### config.mk
export PLATFORM = sky130hd
export DESIGN_NAME = req_matrix_vc_pipe
export DESIGN_NICKNAME = d
export VERILOG_FILES = /design/src/rtl/req_matrix_vc_pipe.sv
export SDC_FILE = /design/constraint.sdc
export NUM_CORES = 1
export LEC_CHECK = 0
export BUFFER_PORTS_ARGS = -buffer_cell sky130_fd_sc_hd__buf_2
export CORE_AREA = 2 2 401 403
export CTS_BUF_LIST = sky130_fd_sc_hd__clkbuf_16
export CTS_CLUSTER_DIAMETER = 150
export DETAILED_ROUTE_END_ITERATION = 8
export DIE_AREA = 0 0 403 405
export SLEW_MARGIN = 25
export SYNTH_ARGS = -nofsm -noshare
export SYNTH_HDL_FRONTEND = slang
export SYNTH_SLANG_ARGS = --single-unit
### constraint.sdc
create_clock -name clk -period 3.89 [get_ports clk]
set_input_delay 0 -clock clk [delete_from_list [all_inputs] [get_ports clk]]
set_output_delay 0 -clock clk [all_outputs]
set_load 0.005 [all_outputs]
### src/rtl/req_matrix_vc_pipe.sv
// Registered, VC-aware request matrix: per input, picks a full VC round-robin,
// latches its XY route and hop-updated packet, and holds one request until granted.
module req_matrix_vc_pipe #(
  parameter int unsigned DW    = 64,
  parameter int unsigned NVC   = 2,
  parameter int unsigned AGE_W = 4,
  localparam int unsigned VCW  = (NVC > 1) ? $clog2(NVC) : 1
) (
  input  logic                  clk,
  input  logic                  reset,
  input  logic [5*NVC-1:0]      in_full,
  input  logic [5*NVC*DW-1:0]   in_q,
  input  logic [4:0]            gnt,
  output logic [4:0]            req_to_n,
  output logic [4:0]            req_to_s,
  output logic [4:0]            req_to_e,
  output logic [4:0]            req_to_w,
  output logic [4:0]            req_to_pe,
  output logic [5*DW-1:0]       pkt_next,
  output logic [5*VCW-1:0]      sel_vc,
  output logic [5*NVC-1:0]      pop,
  output logic [4:0]            urgent
);

  localparam int unsigned NI = 5;
  localparam logic [AGE_W-1:0] AGE_MAX = '1;

  typedef enum logic {
    S_IDLE = 1'b0,
    S_REQ  = 1'b1
  } state_t;

  for (genvar gi = 0; gi < NI; gi++) begin : g_in
    state_t                  state_q, state_d;
    logic [VCW-1:0]          rr_q, rr_d;
    logic [VCW-1:0]          vc_q, vc_d;
    logic [4:0]              route_q, route_d;
    logic [DW-1:0]           pkt_q, pkt_d;
    logic [AGE_W-1:0]        age_q, age_d;
    logic                    urg_q, urg_d;
    logic [NVC-1:0]          full;
    logic [NVC-1:0][DW-1:0]  q;
    logic [NVC-1:0]          held_sh;
    logic                    held_full;
    logic                    any_full;
    logic [VCW-1:0]          pick;
    logic [DW-1:0]           pick_pkt;
    logic [DW-1:0]           pick_next;
    logic [4:0]              pick_route;

    assign full      = in_full[gi*NVC +: NVC];
    assign q         = in_q[gi*NVC*DW +: NVC*DW];
    assign held_sh   = full >> vc_q;
    assign held_full = held_sh[0];
    assign pick_pkt  = q[pick];

    // First full VC at or after rr_q, wrapping upward.
    always_comb begin
      logic [NVC-1:0] sh;
      int unsigned    idx;
      pick     = rr_q;
      any_full = 1'b0;
      sh       = '0;
      idx      = 0;
      for (int unsigned k = 0; k < NVC; k++) begin
        idx = (32'(rr_q) + k) % NVC;
        sh  = full >> idx;
        if (sh[0] && !any_full) begin
          pick     = VCW'(idx);
          any_full = 1'b1;
        end
      end
    end

    // XY decode; route bit index follows input numbering (N=4 .. PE=0).
    always_comb begin
      logic [3:0] hx;
      logic [3:0] hy;
      hx         = pick_pkt[55:52];
      hy         = pick_pkt[51:48];
      pick_next  = pick_pkt;
      pick_route = 5'b00001;
      if (hx != 4'd0) begin
        pick_route       = pick_pkt[62] ? 5'b00010 : 5'b00100;
        pick_next[55:52] = hx >> 1;
      end else if (hy != 4'd0) begin
        pick_route       = pick_pkt[61] ? 5'b01000 : 5'b10000;
        pick_next[51:48] = hy >> 1;
      end
    end

    always_ff @(posedge clk) begin
      if (reset) begin
        state_q <= S_IDLE;
        rr_q    <= '0;
        vc_q    <= '0;
        route_q <= '0;
        pkt_q   <= '0;
        age_q   <= '0;
        urg_q   <= 1'b0;
      end else begin
        state_q <= state_d;
        rr_q    <= rr_d;
        vc_q    <= vc_d;
        route_q <= route_d;
        pkt_q   <= pkt_d;
        age_q   <= age_d;
        urg_q   <= urg_d;
      end
    end

    // A grant wins over a simultaneous flush of the held VC.
    always_comb begin
      state_d = state_q;
      rr_d    = rr_q;
      vc_d    = vc_q;
      route_d = route_q;
      pkt_d   = pkt_q;
      age_d   = age_q;
      urg_d   = urg_q;
      case (state_q)
        S_IDLE: begin
          if (any_full) begin
            state_d = S_REQ;
            vc_d    = pick;
            route_d = pick_route;
            pkt_d   = pick_next;
            age_d   = '0;
            urg_d   = 1'b0;
          end
        end
        S_REQ: begin
          if (gnt[gi]) begin
            state_d = S_IDLE;
            route_d = '0;
            rr_d    = VCW'((32'(vc_q) + 32'd1) % NVC);
            age_d   = '0;
            urg_d   = 1'b0;
          end else if (held_full) begin
            if (age_q != AGE_MAX) age_d = age_q + AGE_W'(1);
            urg_d = (age_d == AGE_MAX);
          end else begin
            state_d = S_IDLE;
            route_d = '0;
            age_d   = '0;
            urg_d   = 1'b0;
          end
        end
      endcase
    end

    assign pop[gi*NVC +: NVC] = (state_q == S_REQ && gnt[gi]) ? (NVC'(1) << vc_q) : '0;
    assign req_to_n[gi]       = route_q[4];
    assign req_to_s[gi]       = route_q[3];
    assign req_to_e[gi]       = route_q[2];
    assign req_to_w[gi]       = route_q[1];
    assign req_to_pe[gi]      = route_q[0];
    assign pkt_next[gi*DW +: DW]   = pkt_q;
    assign sel_vc[gi*VCW +: VCW]   = vc_q;
    assign urgent[gi]              = urg_q;
  end

endmodule

==> out/metrics.yaml, run 1 <==
synth:
  synth_area_per_cell_um2: 8.888
  synth_top_cell_area_share: 0.4334
  synth_warnings: 0
  synth_area_leaders: "dfxtp_1 (43%), mux2i_1 (13%), a211oi_1 (10%)"
  synth_seq_area_share: 0.4334
  syn-instance-count: 2001
  ys.flop_type: "dfxtp_1"
  yosys.area.top_type: "dfxtp_1"
  async_reset_ff_frac: 0
  yosysMostFrequentCell: "dfxtp_1"
  synth_nets: 2663
  synth_cell_types: 65
  synth_seq_cells: 385
  synth_edf_count: 0
  syn_area_um2: 17780
  netlist_top_cells_count: "dfxtp_1 (385), nor2_1 (359), a211oi_1 (244)"
cts:
  hold_buffers: 681
  clk_pin_slew_ns: 0.06
  ctsLongestPathBuffers: 3
  htree_num_levels: 2
  cts_made_buffers: 46
  insertion_delay_ns: 0.62
  clkSinkCount: 385
  cts_setup_buffers: 0
  cts_tree: "yes"
  clockRootBuffer: "clkbuf_16"
  cts_resized: 0
power:
  switchingPower_mw: 3.937
  seqPwrFrac: 0.371
  leakagePower_nw: 14.82
  combPwrFrac: 0.277
  p_total_mw: 12.33
  powerDensity_nw_per_um2: 368.2
  swShare: 0.3192
  cell_internal_pwr_mw: 8.396
  p_clk_frac: 0.352
  ir_worst_vdd_uv: 283.6
worst_setup_path:
  startpoint: "in_full[3]"
  critPathBufInv: 4
  critPathCaptureType: "register"
  crit_family: "buffers and inverters"
  cp_max_fo: 27
  worstSetupPathType: "input port to register"
  arrival_ns: 3.99
  startpoint_type: "input port"
  timing.rr.start: "g_in[2].rr_q"
  cpMaxStageDelayCell: "dlygate4sd3_1"
  max_stage_delay_ns: 0.60
  path_common_cell: "dlygate4sd3_1"
  crit_required_ns: 4.39
  path_cells: "dlygate4sd3_1, buf_2, nor2b_1, a21o_4, mux2_4, dlygate4sd3_1, or4_1, dlygate4sd3_1, a32o_1"
placed_design:
  place_congestion: 0.9535
  dpl_cell_area_um2: 25150
  portBuffers: 1021
  dp_hpwl_mm: 92.80
  post-place-ws_ns: 1.425
die:
  die_x_um: 403
  die_y_um: 405
  die_area_um2: 163200
  rows: 147
  boundaryPins: 1022
  core_area_um2: 159300
  initial_core_util: 0.1117
layout:
  syn2layout_area_growth_pct: 88.32
  final_area_um2: 33490
  nNetsFinal: 4264
  drive_gt1_frac: 0.3195
global_route:
  gr-usage-met3: 0.05005
  antenna_found_initial: 44
  grt_pass1_vias: 22640
  gr-total-overflow: 0
  grt_max_degree: 121
  use_met2: 0.2295
  use_met1: 0.1633
  top_usage_layer: "met2"
  grt_usage: 0.1395
  grt_pass1_wl_mm: 163.6
route:
  via_per_inst: 4.001
  dr_total_vias: 23010
  drt_wl_total_mm: 121.5
  drt-initial-drc-count: 1733
  drc: 0
  antenna_left: 0
  wl_per_cell_um: 21.13
  drt_pass1_iterations: 7
sta:
  skew_ns: 0.01678
  hold_viol_final: 0
  fmax_mhz: 286.8
  tightestPinTransition_ns: 1.045
  setup_viol: 0
  max_slew_margin: 0.2978
  whs_ns: 0.05408
  min_period_ns: 3.487
  final-max-slew-violation-count: 0
  finalCritPeriodShare: 0.8964
  setup_tns_ns: 0
  postLayoutSetupSlackWorst_ns: 0.4031
  rsz0062_at_grt: "no"
min_path:
  hold_path.class: "input port to register"
  hold_start: "in_q[627]"
status:
  status: "complete, no violations"
run:
  maxCapViolCount: 0
==> worst register-to-register path, delay by kind of cell, from the launching register on <==
kind,cells,cell delay (ns)
AND/OR/NAND/NOR,1,0.09
AO/OA/AOI/OAI,2,0.79
multiplexers,1,0.28
buffers and inverters,3,1.78
flip-flops,1,0.38
==> metrics by stage <==
stage | instances | utilization
2_1_floorplan | 2001 | -
3_3_place_gp | 4959 | 0.1578
3_5_place_dp | 4959 | 0.1579
4_1_cts | 5726 | 0.2099
5_1_grt | 5733 | 0.2100
6_report | 5752 | 0.2103
==> final timing paths <==
kind | endpoint | depth (start not counted) | slack (ns)
worst max-delay path | g_in[1].route_q[4] | 9 | 0.40
worst min-delay path | g_in[4].pkt_q[51] | 4 | 0.05
worst max register to register | g_in[2].route_q[0] | 7 | 0.51
worst min register to register | g_in[2].pkt_q[51] | 2 | 0.45
==> registers in the layout (all words and copies together) (netlist names) <==
name,count
g_in.vc_q,5
g_in.route_q,25
g_in.urg_q,5
g_in.age_q,20
g_in.state_q,5
g_in.rr_q,5
g_in.pkt_q,320
==> placed cells by master (no fill, tap or decap), types with 5 or more instances in the layout <==
| cell | count |
|---|---|
| a2111oi_0 | 7 |
| and3_1 | 9 |
| nor4_1 | 11 |
| a32oi_1 | 5 |
| a21oi_1 | 66 |
| o31ai_1 | 5 |
| dlygate4sd3_1 | 681 |
| ha_1 | 5 |
| o21ai_0 | 15 |
| a211oi_1 | 244 |
| nor2_1 | 354 |
| buf_4 | 21 |
| nand3b_1 | 13 |
| o211ai_1 | 10 |
| or2_2 | 6 |
| a311oi_1 | 56 |
| nor2_4 | 5 |
| mux2i_1 | 239 |
| dfxtp_1 | 385 |
| o22ai_1 | 8 |
| clkbuf_16 | 46 |
| diode_2 | 26 |
| inv_1 | 30 |
| nor3b_1 | 10 |
| nand2b_1 | 11 |
| mux2_2 | 23 |
| nand3_1 | 7 |
| clkinv_1 | 12 |
| nand2_1 | 157 |
| a32o_1 | 6 |
| nor2b_1 | 24 |
| nor3_1 | 25 |
| o311ai_0 | 7 |
| or3_1 | 12 |
| a22o_1 | 16 |
| buf_12 | 7 |
| buf_2 | 1020 |
==> metal layers <==
metal / wire [um] / vias up
met2: 55690 / 1299
met4: 5728 / 28
met3: 12820 / 283
met1: 47100 / 10860
met5: 170 / -
li1: - / 10550
==> logic make-up (layout without fill, tap and decap cells) <==
logic type               Yosys count  after routing  synth area share
AO/OA/AOI/OAI                    479            479            0.1992
XOR/XNOR                           3              3          0.001478
adder cells (fa/ha/maj)            5              5          0.003518
buffers and inverters            196           1835           0.04678
flip-flops                       385            385            0.4334
multiplexers                     265            265            0.1516
other                              0             26                 0
AND/OR/NAND/NOR                  668            668            0.1641
==> power groups by stage <==
stage | registers, mW | logic (mW) | clock network [mW]
floorplan | 4.61 | 1.16 | 0
global placement | 4.64 | 2.58 | 0
detailed placement | 4.65 | 2.61 | 0
CTS | 4.57 | 3.37 | 4.48
global route | 4.62 | 3.66 | 4.63
finish | 4.58 | 3.41 | 4.34
==> cell type report <==
| type | count | area (um2) |
|---|---|---|
| well taps | 2086 | 2610 |
| clock buffers | 46 | 1151 |
| clock inverters | 40 | 307.8 |
| fillers | 17270 | 125800 |
| repair buffers | 1730 | 12230 |
| multi-input cells | 1420 | 9345 |
| inverters | 19 | 71.32 |
| diodes | 26 | 65.06 |
| flip-flops and latches | 385 | 7707 |
Note: power is estimated with default switching activity, not from simulation.
==> run 2: changes to the inputs <==
--- a/config.mk
+++ b/config.mk
@@ -6,10 +6,11 @@
 export NUM_CORES = 1
 export LEC_CHECK = 0
+export ABC_AREA = 1
 export BUFFER_PORTS_ARGS = -buffer_cell sky130_fd_sc_hd__buf_2
-export CORE_AREA = 2 2 401 403
+export CORE_AREA = 2 2 403 405
 export CTS_BUF_LIST = sky130_fd_sc_hd__clkbuf_16
 export CTS_CLUSTER_DIAMETER = 150
 export DETAILED_ROUTE_END_ITERATION = 8
-export DIE_AREA = 0 0 403 405
+export DIE_AREA = 0 0 405 407
 export SLEW_MARGIN = 25
 export SYNTH_ARGS = -nofsm -noshare
==> constraint.sdc (replaced) <==
create_clock -name clk -period 3.89 [get_ports clk]
set_input_delay 0.5835 -clock clk [delete_from_list [all_inputs] [get_ports clk]]
set_output_delay 0.5835 -clock clk [all_outputs]
set_load 0.005 [all_outputs]
==> out/metrics.yaml, run 2 <==
cts:
  insertion_delay_ns: 0.61  # about the same
  cts_made_buffers: 50  # +8.7%
  clk_pin_slew_ns: 0.06  # about the same
  cts_tree: "yes"
  clkSinkCount: 385  # unchanged
  cts_setup_buffers: 0  # unchanged
  hold_buffers: 0  # -100%
  clockRootBuffer: "clkbuf_16"
  cts_resized: 0  # unchanged
  htree_num_levels: 2  # unchanged
  ctsLongestPathBuffers: 3  # unchanged
sta:
  setup_viol: 0  # unchanged
  tightestPinTransition_ns: 0.9388  # -0.1064 ns
  hold_viol_final: 0  # unchanged
  final-max-slew-violation-count: 0  # unchanged
  max_slew_margin: 0.3741  # +0.07632
  finalCritPeriodShare: 0.6676  # -0.2288
  postLayoutSetupSlackWorst_ns: 1.293  # +0.8901 ns
  setup_tns_ns: 0  # unchanged
  min_period_ns: 2.597  # -0.8901 ns
  fmax_mhz: 385.1  # +34%
  skew_ns: 0.02148  # +0.004693 ns
  rsz0062_at_grt: "no"
layout:
  largest_reg_flops: 320  # unchanged
  nNetsFinal: 4258  # -0.14%
  top_regs: "g_in.pkt_q x320, g_in.route_q x25, g_in.age_q x20"
  max_flop_register: "g_in.pkt_q"
  final_common_cell: "buf_2"
  drive_gt1_frac: 0.3280  # +0.008508
  syn2layout_area_growth_pct: 46.25
  instances_no_fill: 5804  # +0.90%
  layout_common_cells: "buf_2 (1,020), nand3_1 (600), nand2_1 (501)"
worst_setup_path:
  worstSetupPathType: "register to output pin"
  crit_required_ns: 3.31  # -1.08 ns
  arrival_ns: 2.01  # -1.98 ns
  cp_max_fo: 4  # -85%
  startpoint_type: "register"
  startpoint: "g_in[3].state_q"
  r2r_setup_slack_ns: 1.63  # +1.12 ns
  critPathCaptureType: "output pin"
  timing.rr.start: "g_in[4].rr_q"
route:
  drc: 0  # unchanged
  drt_wl_total_mm: 111.3  # -8.4%
  wl_per_cell_um: 19.17  # -9.2%
  drt_pass1_iterations: 6  # -1
  via_per_inst: 3.881  # -3.0%
  dr_total_vias: 22530  # -2.1%
  drt-initial-drc-count: 1689  # -2.5%
  antenna_left: 0  # unchanged
die:
  die_y_um: 407  # +0.49%
  die_area_um2: 164800  # +0.99%
  rows: 147  # unchanged
  die_x_um: 405  # +0.50%
  core_area_um2: 160200  # +0.58%
  boundaryPins: 1022  # unchanged
  initial_core_util: 0.1190  # +0.007357
placed_design:
  place_congestion: 0.9994  # +4.8%
  post-place-ws_ns: 1.169  # -0.2567 ns
  dp.cells: 5704  # +15%
  portBuffers: 1021  # unchanged
  dp_hpwl_mm: 91.02  # -1.9%
synth:
  syn-instance-count: 2690  # +34%
  synth_area_leaders: "dfxtp_1 (40%), nand3_1 (16%), o211ai_1 (11%)"
  syn_area_um2: 19070  # +7.2%
  synth_cell_types: 36  # -45%
  synth_edf_count: 0  # unchanged
  synth_seq_cells: 385  # unchanged
  synth_area_per_cell_um2: 7.088  # -20%
  async_reset_ff_frac: 0  # unchanged
  synth_nets: 3352  # +26%
  netlist_top_cells_count: "nand3_1 (600), nand2_1 (501), dfxtp_1 (385)"
  synth_seq_area_share: 0.4043  # -0.02912
  yosys.area.top_type: "dfxtp_1"
  synth_warnings: 0  # unchanged
  ys.flop_type: "dfxtp_1"
  synth_top_cell_area_share: 0.4043  # -0.02912
  yosysMostFrequentCell: "nand3_1"
power:
  powerDensity_nw_per_um2: 427.6  # +16%
  leakagePower_nw: 14.62  # -1.4%
  ir_worst_vdd_uv: 255.5  # -9.9%
run:
  maxCapViolCount: 0  # unchanged
global_route:
  gr-total-overflow: 0  # unchanged
  grt_pass1_vias: 20490  # -9.5%
  grt_max_degree: 117  # -3.3%
  grt_usage: 0.1253  # -0.01429
  antenna_found_initial: 19  # -57%
  grt_pass1_wl_mm: 148.6  # -9.1%
min_path:
  hold_start: "gnt[4]"
  hold_path.class: "input port to register"
status:
  status: "complete, no violations"
[run 2: cell types whose count changed in the layout (fill, tap and decap cells not counted), sizes merged, moves of 244 or more]
cell and delta:
nand3 +593, nor2 -244, inv +351, dlygate4sd3 -681
o211ai +274, nand2 +366
[run 2: through the flow]
step                      area, um2  hold WS, ns  power, mW  utilization
after floorplan               19070       0.4411      5.919            -
after global placement        26270       0.4298      7.347       0.1640
after detailed placement      26270       0.4364      7.364       0.1640
after CTS                     27860       0.2145      12.13       0.1739
after global routing          27880       0.2634      12.53       0.1740
final                         27880       0.2870      11.92       0.1741
[run 2: layer usage]
layer | global-route usage | part of all wire
met1 | 0.1586 | 0.42
met2 | 0.2103 | 0.48
met3 | 0.02513 | 0.065
met4 | 0.04340 | 0.035
met5 | 0 | 0.00031
[run 2: worst max-delay path: stages, from the launching register on]
cell and delay, ns:
dfxtp_1 0.43, nand2_1 0.26, nor2_1 0.45, buf_2 0.25
[run 2: kinds of logic after synthesis]
logic type | Yosys count | share of synthesized area
AOI/OAI and AO/OA | 419 | 0.1507
xor gates and xnor gates | 6 | 0.002757
adders and majority gates | 5 | 0.003281
buffers and inverters | 596 | 0.1319
DFF | 385 | 0.4043
muxes | 1 | 0.0005906
and+or+nand+nor | 1278 | 0.3065
[run 2: power by group]
group	total [mW]	switching, mW	internal (mW)
registers	4.58	0.251	4.33
logic	2.70	1.70	0.997
clock network	4.65	1.95	2.70
total	11.9	3.91	8.02
[run 2: worst paths after layout]
kind | to | depth (start not counted)
worst max-delay path | pop[7] | 3
worst min-delay path | g_in[4].age_q[3] | 4
worst max register to register | g_in[4].route_q[3] | 10
worst min register to register | g_in[4].pkt_q[55] | 2
[run 2: layout make-up]
cell class,instances,area [um2]
Antenna cell,10,25.02
Clock buffer,51,1276
Clock inverter,39,315.3
Fill cell,18320,132300
Inverter,380,1434
Multi-Input combinational cell,1709,8869
Sequential cell,385,7707
Tap cell,2160,2703
Timing Repair Buffer,1070,5555
==> run 3: changes to the inputs <==
clock period = 2.4 ns   (was 3.89 ns; I/O delays follow)
==> out/metrics.yaml, run 3 (synthesized netlist as in run 2, its figures left out) <==
status:
  status: "complete, no violations"
route:
  met3WireLength_mm: 9.142  # +26%
  dr_total_vias: 22460  # -0.32%
  routedLengthMet1_mm: 43.91  # -7.0%
  wl_per_cell_um: 18.38  # -4.1%
  dr.max_layer_used: "met5"
  dr_wl_met2_mm: 49.82  # -5.8%
  drc: 0  # unchanged
  drt_wl_total_mm: 107.4  # -3.5%
  via_per_inst: 3.844  # -0.96%
  drt_pass1_iterations: 5  # -1
  drt-initial-drc-count: 1252  # -26%
  antenna_left: 0  # unchanged
layout:
  max_flop_register: "g_in.pkt_q"
  largest_reg_flops: 320  # unchanged
  drive_gt1_frac: 0.3355  # +0.007502
  finish.utilization: 0.1773  # +0.003210
  final_common_cell: "buf_2"
  layout_common_cells: "buf_2 (1,020), nand3_1 (600), nand2_1 (501)"
  top_regs: "g_in.pkt_q x320, g_in.route_q x25, g_in.age_q x20"
  syn2layout_area_growth_pct: 48.95
  nNetsFinal: 4290  # +0.75%
sta:
  final-max-slew-violation-count: 0  # unchanged
  setup_viol: 0  # unchanged
  min_period_ns: 2.207
  setup_tns_ns: 0  # unchanged
  skew_ns: 0.02010  # -0.001377 ns
  max_slew_margin: 0.5702  # +0.1961
  rsz0062_at_grt: "no"
  hold_viol_final: 0  # unchanged
  finalCritPeriodShare: 0.9196
  tightestPinTransition_ns: 0.6431  # -0.2957 ns
  fmax_mhz: 453.1
  postLayoutSetupSlackWorst_ns: 0.1931  # -1.100 ns
global_route:
  grt_max_degree: 82  # -30%
  antenna_found_initial: 29  # +10
  gr-total-overflow: 0  # unchanged
  grt_pass1_wl_mm: 143.7  # -3.3%
  grt_pass1_vias: 20540  # +0.27%
  grt_usage: 0.1200  # -0.005226
worst_setup_path:
  worstSetupPathType: "register to output pin"
  arrival_ns: 1.85  # -0.16 ns
  crit_family: "simple AND/OR/NAND/NOR gates"
  startpoint_type: "register"
  path_cells: "nand2_1, nor2_2, buf_4, buf_2"
  crit_required_ns: 2.04  # -1.27 ns
  max_stage_delay_ns: 0.41  # -0.04 ns
  cpMaxStageDelayCell: "dfxtp_1"
  critPathBufInv: 2  # +1
  startpoint: "g_in[3].state_q"
  critPathCaptureType: "output pin"
  cp_max_fo: 4  # unchanged
  timing.rr.start: "g_in[0].rr_q"
placed_design:
  dp_hpwl_mm: 88.03  # -3.3%
  portBuffers: 1021  # unchanged
  place_congestion: 0.9579  # -4.2%
  post-place-ws_ns: 0.4046  # -0.7641 ns
power:
  powerDensity_nw_per_um2: 697.4  # +63%
  switchingPower_mw: 6.304  # +61%
  leakagePower_nw: 14.89  # +1.9%
  combPwrFrac: 0.226  # about the same
  seqPwrFrac: 0.373  # -0.011
  p_clk_frac: 0.400  # +0.010
  ir_worst_vdd_uv: 379.3  # +48%
  cell_internal_pwr_mw: 13.50  # +68%
  swShare: 0.3183  # -0.009349
die:
  die_x_um: 405  # unchanged
  die_y_um: 407  # unchanged
  die_area_um2: 164800  # unchanged
  boundaryPins: 1022  # unchanged
  initial_core_util: 0.1190  # unchanged
  rows: 147  # unchanged
  core_area_um2: 160200  # unchanged
cts:
  insertion_delay_ns: 0.61  # about the same
  ctsLongestPathBuffers: 3  # unchanged
  cts_tree: "yes"
  clkSinkCount: 385  # unchanged
  cts_made_buffers: 49  # -2.0%
  htree_num_levels: 2  # unchanged
  clockRootBuffer: "clkbuf_16"
  cts_setup_buffers: 0  # unchanged
  clk_pin_slew_ns: 0.06  # about the same
run:
  maxCapViolCount: 0  # unchanged
min_path:
  hold_start: "gnt[0]"
  hold_path.class: "input port to register"
-- run 3: layout make-up --
type                    instances  area [um2]
inverters                     380        1434
multi-input cells            1709        8876
clock buffers                  49        1226
well taps                    2160        2703
diodes                         15       37.54
clock inverters                40       449.2
flip-flops and latches        385        7707
fillers                     18230      131800
repair buffers               1103        5966
-- run 3: path summary, 6_finish.rpt --
| path | end | slack, ns | cells after the start |
|---|---|---|---|
| setup / recovery | pop[7] | 0.19 | 4 |
| hold / removal | g_in[0].age_q[3] | 0.06 | 4 |
| setup reg to reg | g_in[0].route_q[0] | 0.53 | 10 |
| hold reg to reg | g_in[4].pkt_q[55] | 0.44 | 2 |
-- run 3: power groups by stage --
stage	clock [mW]	combinational [mW]	sequential [mW]
floorplan	0	2.10	7.49
global placement	0	4.47	7.50
detailed placement	0	4.50	7.51
CTS	8.20	4.51	7.39
global route	8.42	4.90	7.45
finish	7.93	4.48	7.40
-- run 3: timing repair --
item / CTS / global route
endpoints found under the setup margin: 1 / 2
hold buffers: 0 / 0
resized for setup: 1 / 2
-- run 3: per-layer routing --
| metal | up-vias | GRT usage |
|---|---|---|
| met2 | 916 | 0.1938 |
| met1 | 10490 | 0.1470 |
| met5 | - | 0 |
| met3 | 172 | 0.03670 |
| met4 | 20 | 0.05100 |
| li1 | 10860 | - |
-- run 3: worst min-delay path, stage by stage --
cell and delay [ns]:
buf_2 0.09, nor2_1 0.05, nand3_1 0.07, a21oi_1 0.05
-- run 3: metrics by stage --
| stage | hold WS [ns] | cells | cell area, um2 | power, mW |
|---|---|---|---|---|
| floorplan | 0.4411 | 2690 | 19070 | 9.594 |
| global placement | 0.4274 | 5737 | 26680 | 11.97 |
| detailed placement | 0.4309 | 5737 | 26680 | 12.01 |
| CTS | 0.002047 | 5826 | 28360 | 20.09 |
| global route | 0.04328 | 5837 | 28390 | 20.78 |
| finish | 0.06247 | 5841 | 28400 | 19.81 |
